$ cat src/rtl/ad7606_par_ctrl.sv
// ad7606_par_ctrl
// Sequencer for an AD7606 in parallel-read mode. It holds the ADC in reset
// after power-up, then runs conversion frames. A frame is CONVST, a fixed
// settle wait, a wait for BUSY to drop, then CH_NUM RD strobes with CS held low.
// Frames are started by start pulses or run back to back when cont_en is set.
//
// Ports
//   clk, rst             system clock, async active-high reset
//   start, cont_en       frame request pulse / free-running enable
//   os_cfg, range_cfg    OS and RANGE settings, applied only while idle
//   err_clr              clears the sticky error flags
//   ad_data/busy/first   ADC parallel bus and status inputs
//   ad_os/range/reset    ADC static configuration and RESET pins
//   ad_convst/cs/rd      ADC strobes, active low
//   dout, dout_ch        captured sample and its channel (0 = CH1)
//   dout_valid           one-cycle strobe for dout/dout_ch
//   frame_done           one-cycle pulse after a fully read frame
//   ctrl_busy            low only in IDLE
//   err_tmo, err_first   sticky BUSY-timeout / FRSTDATA-mismatch flags
//
// state      | meaning
// -----------+---------------------------------------------------------
// POR        | ad_reset high for T_RST cycles after reset release
// IDLE       | latch OS/RANGE; leave after T_IDLE cycles on a request
// CONV       | convst low for T_CONV cycles
// WAIT1      | T_WAIT cycles before busy is trusted
// WAIT_BUSY  | wait for busy low, give up after T_TMO cycles
// RD_LO      | cs and rd low; sample captured on the last cycle
// RD_HI      | cs low, rd high; next channel or finish
// DONE       | one cycle; frame_done if the frame completed

module ad7606_par_ctrl #(
  parameter int CH_NUM  = 8,
  parameter int T_RST   = 65535,
  parameter int T_IDLE  = 21,
  parameter int T_CONV  = 3,
  parameter int T_WAIT  = 6,
  parameter int T_RD_LO = 4,
  parameter int T_RD_HI = 2,
  parameter int T_TMO   = 4096
) (
  input  logic        clk,
  input  logic        rst,
  input  logic        start,
  input  logic        cont_en,
  input  logic [2:0]  os_cfg,
  input  logic        range_cfg,
  input  logic        err_clr,
  input  logic [15:0] ad_data,
  input  logic        ad_busy,
  input  logic        ad_first,
  output logic [2:0]  ad_os,
  output logic        ad_range,
  output logic        ad_reset,
  output logic        ad_convst,
  output logic        ad_cs,
  output logic        ad_rd,
  output logic [15:0] dout,
  output logic [2:0]  dout_ch,
  output logic        dout_valid,
  output logic        frame_done,
  output logic        ctrl_busy,
  output logic        err_tmo,
  output logic        err_first
);

  function automatic int imax(input int a, input int b);
    return (a > b) ? a : b;
  endfunction

  localparam int CNT_MAX = imax(imax(imax(T_RST, T_TMO), imax(T_IDLE, T_CONV)),
                                imax(T_WAIT, imax(T_RD_LO, T_RD_HI)));
  localparam int CW = $clog2(CNT_MAX + 1);

  typedef enum logic [2:0] {
    S_POR, S_IDLE, S_CONV, S_WAIT1, S_WAIT_BUSY, S_RD_LO, S_RD_HI, S_DONE
  } state_t;

  state_t        st, st_n;
  logic [CW-1:0] cnt;
  logic [2:0]    ch;
  logic          pend;
  logic          idle_ok;
  logic          cap, tmo_set, done_ok, ch_inc, first_bad;

  // The idle counter saturates so a request arriving long after the frame
  // is honoured on the very next cycle.
  assign idle_ok   = (cnt == CW'(T_IDLE - 1));
  assign first_bad = cap && ((ch == 3'd0) ? !ad_first : ad_first);

  always_comb begin
    st_n    = st;
    cap     = 1'b0;
    tmo_set = 1'b0;
    done_ok = 1'b0;
    ch_inc  = 1'b0;
    case (st)
      S_POR:       if (cnt == CW'(T_RST - 1)) st_n = S_IDLE;
      S_IDLE:      if (idle_ok && (cont_en || pend || start)) st_n = S_CONV;
      S_CONV:      if (cnt == CW'(T_CONV - 1)) st_n = S_WAIT1;
      S_WAIT1:     if (cnt == CW'(T_WAIT - 1)) st_n = S_WAIT_BUSY;
      S_WAIT_BUSY: begin
        if (!ad_busy) begin
          st_n = S_RD_LO;
        end else if (cnt == CW'(T_TMO - 1)) begin
          st_n    = S_DONE;
          tmo_set = 1'b1;
        end
      end
      S_RD_LO: begin
        if (cnt == CW'(T_RD_LO - 1)) begin
          st_n = S_RD_HI;
          cap  = 1'b1;
        end
      end
      S_RD_HI: begin
        if (cnt == CW'(T_RD_HI - 1)) begin
          if (ch == 3'(CH_NUM - 1)) begin
            st_n    = S_DONE;
            done_ok = 1'b1;
          end else begin
            st_n   = S_RD_LO;
            ch_inc = 1'b1;
          end
        end
      end
      S_DONE:  st_n = S_IDLE;
      default: st_n = S_POR;
    endcase
  end

  always_ff @(posedge clk or posedge rst) begin
    if (rst) begin
      st   <= S_POR;
      cnt  <= '0;
      ch   <= '0;
      pend <= 1'b0;
    end else begin
      st <= st_n;
      if (st_n != st)
        cnt <= '0;
      else if (!(st == S_IDLE && idle_ok))
        cnt <= cnt + 1'b1;
      if (st == S_WAIT_BUSY && st_n == S_RD_LO)
        ch <= '0;
      else if (ch_inc)
        ch <= ch + 1'b1;
      // A start seen in IDLE is consumed by the IDLE->CONV move; any
      // other start (including several in one frame) leaves one request.
      if (st == S_IDLE && st_n == S_CONV)
        pend <= 1'b0;
      else if (start)
        pend <= 1'b1;
    end
  end

  // ADC pins are registered from the next state so they never glitch on
  // state-decode hazards and still line up with the state they belong to.
  always_ff @(posedge clk or posedge rst) begin
    if (rst) begin
      ad_reset   <= 1'b1;
      ad_convst  <= 1'b1;
      ad_cs      <= 1'b1;
      ad_rd      <= 1'b1;
      ctrl_busy  <= 1'b1;
      ad_os      <= 3'b000;
      ad_range   <= 1'b1;
      dout       <= '0;
      dout_ch    <= '0;
      dout_valid <= 1'b0;
      frame_done <= 1'b0;
      err_tmo    <= 1'b0;
      err_first  <= 1'b0;
    end else begin
      ad_reset   <= (st_n == S_POR);
      ad_convst  <= (st_n != S_CONV);
      ad_cs      <= !(st_n == S_RD_LO || st_n == S_RD_HI);
      ad_rd      <= (st_n != S_RD_LO);
      ctrl_busy  <= (st_n != S_IDLE);
      if (st == S_IDLE) begin
        ad_os    <= os_cfg;
        ad_range <= range_cfg;
      end
      dout_valid <= cap;
      frame_done <= done_ok;
      if (cap) begin
        dout    <= ad_data;
        dout_ch <= ch;
      end
      // Setting takes priority over a simultaneous clear.
      err_tmo   <= tmo_set | (err_tmo & ~err_clr);
      err_first <= first_bad | (err_first & ~err_clr);
    end
  end

endmodule

$ cat config.mk
export PLATFORM = sky130hd
export DESIGN_NAME = ad7606_par_ctrl
export DESIGN_NICKNAME = d
export VERILOG_FILES = /design/src/rtl/ad7606_par_ctrl.sv
export SDC_FILE = /design/constraint.sdc
export NUM_CORES = 1
export LEC_CHECK = 0
export CORE_MARGIN = 2
export CORE_UTILIZATION = 50
export CTS_CLUSTER_SIZE = 12
export DETAILED_ROUTE_END_ITERATION = 16
export MAX_ROUTING_LAYER = met4
export PLACE_DENSITY = 0.78
export SYNTH_ARGS = -nofsm -noshare
export SYNTH_HDL_FRONTEND = slang
export SYNTH_SLANG_ARGS = --single-unit
$ cat constraint.sdc
create_clock -name clk -period 3.15 [get_ports clk]
set_clock_uncertainty 0.15 [all_clocks]
set_input_delay 0.63 -clock clk [delete_from_list [all_inputs] [get_ports clk]]
set_output_delay 0.63 -clock clk [all_outputs]
set_load 0.02 [all_outputs]
== Yosys cells after proc, flatten, opt, wreduce, memory -nomap -nowiden ==
Cells that the tools add are included.

* Word-level logic and storage cells: 90
* Flip-flop bits (word level): 55
* Input bits: 27
* Output and inout bits: 32

* Add/subtract/negate cells: 2
* Reductions and logical operators: 15
* Bitwise gates (word level): 5
* Mux-type cells: 28
* Equality and inequality tests: 23

{| class="wikitable"
|+ Operators by type and width
! kind !! count
|-
| equality test 16 x 2 -> 1 bit (second input constant) || 2
|-
| 2-to-1 mux 16 bit || 2
|-
| 2-to-1 mux 3 bit || 10
|-
| one-hot mux 3 bit (8 select lines) || 1
|-
| equality test 3 bit (second input constant) || 7
|-
| adder 16 x 1 -> 16 bit (second input constant) || 1
|-
| equality test 16 x 1 -> 1 bit (second input constant) || 1
|-
| equality test 16 x 12 -> 1 bit (second input constant) || 1
|-
| equality test 16 bit (second input constant) || 1
|-
| equality test 16 x 3 -> 1 bit (second input constant) || 1
|-
| equality test 16 x 5 -> 1 bit (second input constant) || 1
|-
| 2-to-1 mux 1 bit || 14
|-
| equality test 3 x 2 -> 1 bit (second input constant) || 3
|-
| zero test 3 bit || 3
|-
| logical AND 1 bit || 5
|-
| nonzero test 2 bit || 2
|-
| adder 3 x 1 -> 3 bit (second input constant) || 1
|-
| equality test 3 x 1 -> 1 bit (second input constant) || 1
|-
| logical OR 1 bit || 3
|-
| inequality test 3 x 1 -> 1 bit (second input constant) || 1
|-
| inequality test 3 x 2 -> 1 bit (second input constant) || 1
|-
| inequality test 3 bit || 1
|-
| inequality test 3 bit (second input constant) || 1
|-
| bitwise AND 1 bit || 2
|-
| other kinds (5) || 7
|}

== Depth between registers and ports, before layout ==
* Depth in word-level cells: 8
* Depth in mapped cells: 9
* Gate-level depth less buffers: 9

== Worst setup path after synthesis ==
OpenSTA, ideal clock, no wires.

* Path type: flip-flop to flip-flop
* From: register cnt[1]
* To: register cnt[10]
* Stages on the path, launching flop included: 9
* Data arrival time: 1.980 ns
* Slack: 0.901 ns
* Period minus slack after synthesis: 2.249 ns
* Data required time: 2.881 ns
* Buffers on the path: 2
* Library setup time: 0.119 ns
* Path through: dfrtp_1 -> ha_1 -> clkbuf_1 -> inv_1 -> nor4_4 -> a211oi_2 -> o31ai_4 -> buf_6 -> nor2_2

* Longest elaborated chain between the ends: 6
* Elaborated cells between the ends (all ways): 23
* Classes of those cells: add/sub (1); eq/ne (9); mux (11); reduce/logical (2)

{| class="wikitable"
|+ Ends and longest elaborated chain
! item !! RTL line !! source
|-
| start: declaration || 80 || <nowiki>logic [CW-1:0] cnt;</nowiki>
|-
| start signal: assignment || 143 || <nowiki>cnt <= cnt + 1'b1;</nowiki>
|-
| equality test 16 x 12 -> 1 bit or equality test 16 x 5 -> 1 bit (tied branches) || 105, 88 ||
|-
| 2-to-1 mux 3 bit or logical AND 1 bit (tied branches) || 105, 99 ||
|-
| 2-to-1 mux 3 bit (on tied branches) || 103, 99 ||
|-
| one-hot mux 3 bit (8 select lines) || 97 || <nowiki>case (st)</nowiki>
|-
| inequality test 3 bit || 140 || <nowiki>if (st_n != st)</nowiki>
|-
| inequality test 2 bit (no line) or 2-to-1 mux 16 bit (tied branches) || n/a ||
|}

Parallel ways exist; a longest one is shown, timed or not. The select of a mux whose other input is x is not followed.
A chain may end at the register's enable or synchronous reset.

== Worst setup path after layout ==
* From: register cnt[12]
* To: register cnt[1]

The elaborated chain is that of the path after synthesis.

==> results.md <==
* Time the final worst path needs with I/O delays and setup at 2.71 ns
* Max-slew violation count at 0
* Estimated wirelength of the detail-placed design at 4.22 mm
* Yosys warning count at 0
* TNS Setup at 0 ns
* EDFF count, synth at 0
* Flops & latches, synth at 55
* Critical Path AT at 2.73 ns
* CP startpoint kind: flip-flop
* CTS max path bufs at 2
* Post-detailed-route via-to-cell ratio at 5.14
* TritonCTS clock tree: yes
* Slew @ Worst Pin at 0.850 ns
* Starting density of the core at 52.4%
* Clock Latency Late Sink at 0.32 ns
* Number of resized instances in the post-cts repair step at 0
* Final hold viol count at 0
* Number of buffers created by CTS at 5
* Post-synth design cell area at 2710 sq um
* Switching Share at 38.6%
* Cell types occupying the most area after synthesis: sky130_fd_sc_hd__dfrtp_1, sky130_fd_sc_hd__nand2_1, sky130_fd_sc_hd__dfstp_2
* Most instantiated library cell after synthesis: sky130_fd_sc_hd__nand2_1
* Fraction of the yosys area taken by sequential cells at 51.0%
* Row count at 26
* Power dissipated by switching net loads at 1.10 mW
* Worst-path cell chain: nor4_4 > nand4_2 > o31ai_2 > a211oi_2 > o31ai_4 > nor2_1
* Initial DRT Pass Iterations at 4
* Endpoint required time on the critical path at 3.17 ns
* Per-instance average area after synthesis at 9.86 sq um
* Number of port buffers at 58
* Slowest stage cell on the critical path: sky130_fd_sc_hd__o31ai_4
* Maximum vdd ir drop at 539 uV
* Max Clk Rate at 369 MHz
* Vias in the first global route at 2060
* CP endpoint kind: flip-flop
* Overall routing resource usage at 20.4%
* Peak fanout along the critical path at 16
* Die Height at 77.6 um
* Class of the most critical setup path: flip-flop to flip-flop
* Most common library cells after synthesis: sky130_fd_sc_hd__nand2_1, sky130_fd_sc_hd__dfrtp_1, sky130_fd_sc_hd__nor2_1
* Setup violations, final at 0
* Number of primary I/O pins at 59
* R2R Path Start: cnt[12]
* Hold buffers post-CTS at 0
* ANT cells at 0
* Global-route wire length before repair at 9.52 mm
* Number of violations of the max-capacitance limit at 0
* Remaining design rule violation count at 0
* Reg2reg end: cnt[1]
* Part of the total power dissipated in combinational logic at 43.9%
* Crit-path max cell delay at 0.76 ns
* Total number of vias at 2075
* Post-synthesis cell count at 275
* Yosys cell types at 47
* Worst slew margin at 43.4%
* Clock H-tree levels at 2
* Share of power burned in the clock network at 16.9%
* Net Count, Synth at 309
* Power density normalized to cell area at 822 nW/um^2
* Layout area overhead at 28.1%
* Min-delay worst type: input port to async pin
* Layout net count at 367
* Leftover overflow at the end of global routing at 0
* Share of the cycle needed by the critical path after routing at 86.0%
* Number of routed nets with antenna violations at 0
* Antenna violations before repair at 0
* Total power after layout at 2.86 mW
* Fin cells at 404
* Master cell of the clock root buffer: sky130_fd_sc_hd__clkbuf_8
* Fraction of the core area covered by cells at the end of the flow at 67.2%
* Fraction of synthesis flops using an asynchronous set or reset pin at 100%
* Fraction of layout instances using a drive strength above 1 at 13.5%
* Reg2reg setup slack at 0.44 ns
* Outcome: completed
* Worst reg2reg path depth at 6
* Clk sinks at 55
* Die outline width at 77.6 um
* Worst-case hold slack at 0.307 ns
* Wire length after detailed routing at 5.52 mm
* Design internal power at 1.75 mW
* Setup repair after global routing missed its margin: no
* Dominant synthesized flop cell: sky130_fd_sc_hd__dfrtp_1
* Placed Cells at 396
* Area of the core at 5170 sq um
* RD Place Congestion at 0.829
* First DRT Iteration DRCs at 153
* Sequential share of power at 39.1%
* Number of buffers inserted to repair setup after CTS at 0
* Static leakage power at 1.53 nW
* Die ar. at 6030 sq um
* Share of Yosys cell area claimed by the top area cell type at 45.2%
* Routed length per instance at 13.7 um
* Worst-path clk slew at 0.11 ns
* Worst setup path start: cnt[12]
* Largest net degree at the start of global routing at 32
* Cell type contributing the most total cell area after synthesis: sky130_fd_sc_hd__dfrtp_1
-- cells by family after synthesis --
| group | after synthesis | share of synthesized area (%) |
|---|---|---|
| buffers and inverters | 25 | 3.97 |
| xor gates and xnor gates | 16 | 5.17 |
| and+or+nand+nor | 144 | 27.4 |
| DFF | 55 | 51.0 |
| muxes | 8 | 3.14 |
| AOI/OAI and AO/OA | 20 | 6.09 |
| adders and majority gates | 7 | 3.23 |
-- stage by stage --
stage	setup slack (ns)	instance area, sq um
2_1_floorplan	0.901	2710
3_3_place_gp	0.366	3360
3_5_place_dp	0.280	3360
4_1_cts	0.416	3470
5_1_grt	0.198	3470
6_report	0.440	3470
-- cell type report --
type | instances | area, sq um
Clock buffer | 5 | 68.8
Inverter | 13 | 48.8
Tap cell | 70 | 87.6
Fill cell | 416 | 1700
Timing Repair Buffer | 63 | 618
Clock inverter | 3 | 47.5
Sequential cell | 55 | 1380
Multi-Input combinational cell | 195 | 1220
-- flip-flops by register name, summed over array words and instances, names as in the netlist --
register and cells:
pend 1, ad_cs 1, dout_ch 3, err_first 1, ad_range 1, ad_os 3
ad_reset 1, dout 16, ctrl_busy 1, ch 3, ad_rd 1, dout_valid 1
cnt 16, frame_done 1, ad_convst 1, st 3, err_tmo 1
-- worst max path at each step --
stage,to,slack (ns),cells after the start
after global placement,cnt[0],0.37,7
after CTS,cnt[3],0.42,6
after floorplan,cnt[10],0.90,8
after detailed placement,cnt[3],0.28,7
final,cnt[1],0.44,6
after global routing,cnt[2],0.20,6
-- cell usage in the layout (no fill, tap or decap), types with 3 or more instances in the layout --
master,n
sky130_fd_sc_hd__buf_4,5
sky130_fd_sc_hd__nand4_1,6
sky130_fd_sc_hd__dfrtp_1,49
sky130_fd_sc_hd__nor3b_1,3
sky130_fd_sc_hd__o21ai_0,3
sky130_fd_sc_hd__xnor2_1,8
sky130_fd_sc_hd__mux2_2,4
sky130_fd_sc_hd__nor2_2,10
sky130_fd_sc_hd__inv_1,12
sky130_fd_sc_hd__clkbuf_8,5
sky130_fd_sc_hd__nand2_1,67
sky130_fd_sc_hd__dfstp_2,6
sky130_fd_sc_hd__and3_1,5
sky130_fd_sc_hd__nor3_1,3
sky130_fd_sc_hd__xor2_1,8
sky130_fd_sc_hd__clkdlybuf4s50_1,58
sky130_fd_sc_hd__nor2_1,23
sky130_fd_sc_hd__mux2i_1,4
sky130_fd_sc_hd__ha_1,7
sky130_fd_sc_hd__nor4_4,3
sky130_fd_sc_hd__nand3_1,8
-- layer usage --
| metal | vias to the layer above | part of all wire, % | track usage, % |
|---|---|---|---|
| li1 | 1031 | - | - |
| met1 | 985 | 44 | 26.6 |
| met2 | 51 | 50 | 32.4 |
| met3 | 8 | 4.7 | 4.07 |
| met4 | 0 | 1.1 | 5.89 |
| met5 | - | 0 | - |
-- critical path: cells and delay by family, from the launching register on --
kind	cells	cell delay, ns
AND/OR/NAND/NOR	3	0.79
AO/OA/AOI/OAI	3	1.17
flip-flops	1	0.46
-- power groups by stage --
stage	sequential [mW]	clock [mW]	combinational, mW
after floorplan	1.27	0	0.619
after global routing	1.15	0.520	1.38
final	1.12	0.484	1.26
after CTS	1.12	0.494	1.27
after detailed placement	1.13	0	1.27
after global placement	1.12	0	1.23
Power figures use the tool's default switching activity.
